==> config.mk <==
export PLATFORM = sky130hd
export DESIGN_NAME = ieeedrv_sdreq
export DESIGN_NICKNAME = d
export VERILOG_FILES = /design/src/rtl/ieeedrv_pkg.sv /design/src/rtl/ieeedrv_rrarb.sv /design/src/rtl/ieeedrv_sdreq.sv
export SDC_FILE = /design/constraint.sdc
export NUM_CORES = 1
export LEC_CHECK = 0
export CORE_ASPECT_RATIO = 0.5
export CORE_MARGIN = 2
export CORE_UTILIZATION = 39
export DETAILED_ROUTE_END_ITERATION = 16
export HOLD_SLACK_MARGIN = 0.02
export PLACE_DENSITY = 0.8
export SLEW_MARGIN = 10
export SYNTH_ARGS = -nofsm -noshare
export SYNTH_HDL_FRONTEND = slang
export SYNTH_SLANG_ARGS = --single-unit
==> constraint.sdc <==
create_clock -name clk_sys -period 2.7 [get_ports clk_sys]
set_input_delay 0.675 -clock clk_sys [delete_from_list [all_inputs] [get_ports clk_sys]]
set_output_delay 0.675 -clock clk_sys [all_outputs]
set_load 0.05 [all_outputs]
==> src/rtl/ieeedrv_pkg.sv <==
// Shared types and constants for the IEEE drive SD image request path.
package ieeedrv_pkg;

  typedef enum logic [1:0] {
    StIdle,
    StIssue,
    StXfer,
    StDone
  } sdreq_state_e;

  localparam int unsigned BlkBytes    = 256;
  localparam logic [7:0]  BlkLastByte = 8'(BlkBytes - 1);

endpackage

==> src/rtl/ieeedrv_rrarb.sv <==
// Round-robin arbiter: one-hot grant, priority pointer advances past the last winner.
module ieeedrv_rrarb #(
  parameter int unsigned N = 2
) (
  input  logic         clk_sys,
  input  logic         reset_n,
  input  logic [N-1:0] req,
  input  logic         advance,
  output logic [N-1:0] grant
);

  // One-hot pointer to the drive holding highest priority.
  logic [N-1:0] ptr_q, ptr_d;
  logic         found;

  always_comb begin
    grant = '0;
    found = 1'b0;
    for (int unsigned off = 0; off < N; off++) begin
      for (int unsigned k = 0; k < N; k++) begin
        if (ptr_q[k] && !found && req[(k + off) % N]) begin
          grant[(k + off) % N] = 1'b1;
          found                = 1'b1;
        end
      end
    end
  end

  always_comb begin
    ptr_d = ptr_q;
    if (advance && found) begin
      ptr_d = '0;
      for (int unsigned k = 0; k < N; k++) begin
        ptr_d[(k + 1) % N] = grant[k];
      end
    end
  end

  always_ff @(posedge clk_sys or negedge reset_n) begin
    if (!reset_n) begin
      ptr_q <= N'(1);
    end else begin
      ptr_q <= ptr_d;
    end
  end

endmodule

==> src/rtl/ieeedrv_sdreq.sv <==
// Arbitrates per-drive SD image requests onto one host port and steers
// host read bytes into the granted drive's track buffer.
module ieeedrv_sdreq
  import ieeedrv_pkg::*;
#(
  parameter  int unsigned SUBDRV = 2,
  localparam int unsigned NS     = SUBDRV - 1
) (
  input  logic          clk_sys,
  input  logic          reset_n,
  input  logic [31:0]   req_lba     [SUBDRV],
  input  logic [5:0]    req_blk_cnt [SUBDRV],
  input  logic [NS:0]   req_rd,
  input  logic [NS:0]   req_wr,
  output logic [NS:0]   req_ack,
  output logic [31:0]   sd_lba,
  output logic [5:0]    sd_blk_cnt,
  output logic [NS:0]   sd_rd,
  output logic [NS:0]   sd_wr,
  input  logic [NS:0]   sd_ack,
  input  logic [7:0]    sd_buff_addr,
  input  logic          sd_buff_wr,
  output logic [13:0]   buf_addr,
  output logic          buf_we,
  output logic [NS:0]   buf_sel,
  output logic          busy
);

  sdreq_state_e state_q, state_d;
  logic [NS:0]  grant_q, grant_d;
  logic         is_wr_q, is_wr_d;
  logic [5:0]   blk_idx_q, blk_idx_d;
  logic [31:0]  lba_q, lba_d;
  logic [5:0]   cnt_q, cnt_d;
  logic [7:0]   addr_prev_q, addr_prev_d;

  logic [NS:0]  arb_req, arb_grant;
  logic [31:0]  sel_lba;
  logic [5:0]   sel_cnt;
  logic         ack_g, pending, active, wrap;
  logic [5:0]   blk_eff;

  assign arb_req = req_rd | req_wr;

  ieeedrv_rrarb #(
    .N (SUBDRV)
  ) u_rrarb (
    .clk_sys (clk_sys),
    .reset_n (reset_n),
    .req     (arb_req),
    .advance (state_q == StIdle),
    .grant   (arb_grant)
  );

  always_comb begin
    sel_lba = '0;
    sel_cnt = '0;
    for (int unsigned i = 0; i < SUBDRV; i++) begin
      if (arb_grant[i]) begin
        sel_lba = sel_lba | req_lba[i];
        sel_cnt = sel_cnt | req_blk_cnt[i];
      end
    end
  end

  assign ack_g   = |(sd_ack & grant_q);
  assign pending = |(grant_q & (is_wr_q ? req_wr : req_rd));
  assign active  = (state_q == StIssue) || (state_q == StXfer);
  // Block boundary seen in the same cycle as byte 0 so that byte lands in the new block.
  assign wrap    = (state_q == StXfer) && ack_g &&
                   (addr_prev_q == BlkLastByte) && (sd_buff_addr == 8'd0);
  assign blk_eff = (wrap && (blk_idx_q != cnt_q)) ? blk_idx_q + 6'd1 : blk_idx_q;

  always_comb begin
    state_d     = state_q;
    grant_d     = grant_q;
    is_wr_d     = is_wr_q;
    blk_idx_d   = blk_idx_q;
    lba_d       = lba_q;
    cnt_d       = cnt_q;
    addr_prev_d = addr_prev_q;
    unique case (state_q)
      StIdle: begin
        if (|arb_req) begin
          grant_d = arb_grant;
          is_wr_d = |(arb_grant & req_wr);
          lba_d   = sel_lba;
          cnt_d   = sel_cnt;
          state_d = StIssue;
        end
      end
      StIssue: begin
        addr_prev_d = '0;
        if (ack_g) begin
          state_d = StXfer;
        end else if (!pending) begin
          state_d = StIdle;
        end
      end
      StXfer: begin
        blk_idx_d   = blk_eff;
        addr_prev_d = sd_buff_addr;
        if (!ack_g) begin
          state_d = StDone;
        end
      end
      StDone: begin
        blk_idx_d   = '0;
        addr_prev_d = '0;
        state_d     = StIdle;
      end
      default: state_d = StIdle;
    endcase
  end

  always_ff @(posedge clk_sys or negedge reset_n) begin
    if (!reset_n) begin
      state_q     <= StIdle;
      grant_q     <= SUBDRV'(1);
      is_wr_q     <= 1'b0;
      blk_idx_q   <= '0;
      lba_q       <= '0;
      cnt_q       <= '0;
      addr_prev_q <= '0;
    end else begin
      state_q     <= state_d;
      grant_q     <= grant_d;
      is_wr_q     <= is_wr_d;
      blk_idx_q   <= blk_idx_d;
      lba_q       <= lba_d;
      cnt_q       <= cnt_d;
      addr_prev_q <= addr_prev_d;
    end
  end

  // Strobes drop immediately if the requester withdraws before the host acks.
  always_comb begin
    sd_rd = '0;
    sd_wr = '0;
    if (state_q == StIssue) begin
      if (is_wr_q) begin
        sd_wr = grant_q & req_wr;
      end else begin
        sd_rd = grant_q & req_rd;
      end
    end
  end

  assign req_ack    = active ? (sd_ack & grant_q) : '0;
  assign buf_we     = active && sd_buff_wr && ack_g && !is_wr_q;
  assign buf_addr   = {blk_eff, sd_buff_addr};
  assign buf_sel    = grant_q;
  assign busy       = (state_q != StIdle);
  assign sd_lba     = lba_q;
  assign sd_blk_cnt = cnt_q;

endmodule

==> summary.md <==
| Metric | Value |
|---|---|
| Fin Clk Skew | `0.006703 ns` |
| Io pins | `155` |
| Die height | `64.70 µm` |
| CP endpoint kind | `output port` |
| Most common cell after layout, fill and taps aside | `clkdlybuf4s50_1` |
| DP HPWL | `7323 µm` |
| Register bit total from synthesis | `59` |
| Gate Count Post-Synth | `276` |
| Antenna Violating Nets Remaining | `0` |
| Max Fclk | `0.3439 GHz` |
| Setup_tns | `-0.9313 ns` |
| Slowest cell on crit path | `nor4b_2` |
| Pwr Total | `2.659 mW` |
| RSZ-0062 raised after global routing | `true` |
| Leakage Power | `2.699 nW` |
| Residual DRC count | `0` |
| Reg2Reg Setup Slack | `0.50 ns` |
| Share of cells above drive strength 1 | `21.41%` |
| Post-synth cell types | `40` |
| Peak VDD IR | `315.2 µV` |
| Clk Latency, worst-skew pair | `0.32 ns` |
| Routed WL per cell | `17.67 µm` |
| Placer Congestion | `0.8607` |
| Site Rows | `22` |
| Prevailing post-synth register cell | `dfrtp_1` |
| Worst Tran Pin Value | `0.5385 ns` |
| Setup ws final | `-0.2080 ns` |
| CP Cell Sequence | `buf_2 > nor4b_2 > nand4_1 > a311oi_4 > buf_6 > and4_4 > xor2_4 > buf_12` |
| Net Sw Power | `766.0 µW` |
| Synth Area in Compound Gates | `19.07%` |
| IO Port Bufs | `154` |
| Hold Worst Slack | `0.2954 ns` |
| Top cell type by total area after synthesis | `dfrtp_1` |
| Syn avg cell area | `10.41 µm²` |
| Clock power share | `39.4%` |
| Outcome | `finished with violations` |
| Period minus WS final | `2.908 ns` |
| Die area | `0.008113 mm²` |
| Core Box Area | `0.007239 mm²` |
| YS warnings | `0` |
| First-pass DRT Iterations | `7` |
| H-tree levels | `3` |
| Flop pwr share | `37.2%` |
| Fillcell total | `493` |
| CTS Root Cell | `clkbuf_16` |
| Area grow syn2layout | `82.46%` |
| Vias post-DR | `2942` |
| Synth area leaders | `dfrtp_1 50%, a222oi_1 14%, inv_1 5.6%` |
| CTS max path bufs | `2` |
| Maxcap violations | `0` |
| EDFF count, synth | `0` |
| ANT cells | `0` |
| Cell Area, Placed | `0.004897 mm²` |
| CTS buffer count | `9` |
| PD cells | `507.0 mW/mm²` |
| DRT Wirelength | `9700 µm` |
| Vias in the first global route | `2983` |
| Setup-failing EPs final | `6` |
| Critical path's top delay family | `simple AND/OR/NAND/NOR gates` |
| Non-Filler Instances | `549` |
| Failing checks | `negative setup slack` |
| Commonest non-fill, non-tap cells in the layout | `121 x clkdlybuf4s50_1, 56 x dfrtp_1, 43 x inv_1, 39 x a222oi_1, 31 x nand2_1` |
| CP max stage delay | `0.27 ns` |
| Main combinational cell family by area after synthesis | `compound AO/OA/AOI/OAI gates` |
| Number of buffer and inverter stages on the critical path | `3` |
| Syn nets | `375` |
| Critical path arrival | `2.23 ns` |
| Startpoint types | `input port` |
| CTS tree | `yes` |
| Seq/Total Area, Yosys | `51.46%` |
| GRT Total Usage | `24.10%` |
| Final core utilization | `72.43%` |
| Min-Delay Path Class | `input port to async pin` |
| Mapped Area | `0.002874 mm²` |
| Worst Path Max Fanout | `6` |
| Global-route wire length before repair | `15200 µm` |
| Largest net degree at the start of global routing | `41` |
| Cells after DPL | `528` |
| Int Pwr | `1.893 mW` |
| Pre-CTS WS | `-0.6714 ns` |
| XOR/XNOR share of the synthesized area | `3.047%` |
| Post-Synth Simple-Gate Area | `12.23%` |
| Synth top area share | `49.63%` |
| Worst slew margin | `63.99%` |
| Crit Path Class | `input port to output port` |
| Fin nets | `548` |
| Overflow after GRT | `0` |
| Final Cell Area | `0.005244 mm²` |
| Clock Sinks | `59` |
| Initial antenna violation count | `0` |
| Fraction of registers with async set/reset | `100.0%` |
| Final period utilization | `107.7%` |
| Chip width | `125.4 µm` |
| Drt via density | `5.359` |
| Combinational Power Share | `23.4%` |
| Switching share of power | `28.81%` |
| Final Hold Vio Count | `0` |
| Hold_buf cts | `0` |
| Final Max Slew Viols | `0` |
| Clock-pin slew on the worst setup and hold paths | `0.05 ns` |
| Mux cell area share after synthesis | `2.046%` |
| Starting DRT DRC Count | `298` |
| Initial core utilization | `39.70%` |
| Critical path required time | `2.03 ns` |
| Post-synthesis adder-cell area fraction | `2.612%` |
## power groups by stage
stage,clock (mW),combinational [mW],sequential [mW]
5_1_grt,1.11,0.673,0.997
4_1_cts,1.06,0.618,0.987
6_report,1.05,0.623,0.988
3_3_place_gp,0,0.581,0.993
3_5_place_dp,0,0.609,1.00
2_1_floorplan,0,0.299,0.994
## kinds of logic after synthesis
| kind of cell | Yosys count |
|---|---|
| AOI/OAI and AO/OA | 62 |
| xor gates and xnor gates | 10 |
| adders and majority gates | 6 |
| buffers and inverters | 65 |
| DFF | 59 |
| muxes | 5 |
| and+or+nand+nor | 69 |
## path summary, 6_finish.rpt
kind                       cells past startpoint             end       startpoint
hold / removal                                 1  addr_prev_q[1]          reset_n
min in group clk_sys                           2  addr_prev_q[0]   addr_prev_q[0]
setup reg to reg                               8    blk_idx_q[4]       buf_sel[0]
max in group asynchronous                      2      buf_sel[0]          reset_n
hold reg to reg                                2  addr_prev_q[0]   addr_prev_q[0]
setup / recovery                               8    buf_addr[12]  sd_buff_addr[2]
## registers in the layout (all words and copies together) (netlist names), named ones only
register,flops
is_wr_q,1
sd_lba,32
sd_blk_cnt,6
buf_sel,2
u_rrarb.ptr_q,2
state_q,1
addr_prev_q,8
blk_idx_q,6
## layout make-up
class	instances	area (µm²)	area share, %
clock buffers	13	270.3	5.154
clock inverters	2	10.01	0.1909
multi-input cells	152	1249	23.81
inverters	43	161.4	3.078
well taps	96	120.1	2.291
flip-flops and latches	59	1484	28.30
repair buffers	184	1949	37.17
## cell usage after synthesis, drive strengths merged (4+ instances only)
| cell | n |
|---|---|
| o21ai | 12 |
| clkbuf | 13 |
| xnor2 | 4 |
| mux2 | 4 |
| buf | 9 |
| nor2b | 4 |
| nor2 | 13 |
| xor2 | 6 |
| nand2 | 33 |
| ha | 6 |
| inv | 43 |
| a222oi | 39 |
| dfrtp | 57 |
## routing by layer
metal,vias up,GRT usage [%],part of all wire (%)
met5,-,0,0
met4,0,6.389,1.5
met3,17,7.019,3.4
met2,91,46.13,56
met1,1492,26.58,39
li1,1342,-,-
## repair_timing
| action | in CTS | in global routing |
|---|---|---|
| setup endpoints to repair | 6 | 7 |
| setup buffers | 3 | 3 |
| gates resized for setup | 41 | 5 |
| pin swaps | 7 | 9 |
Power figures use the tool's default switching activity.
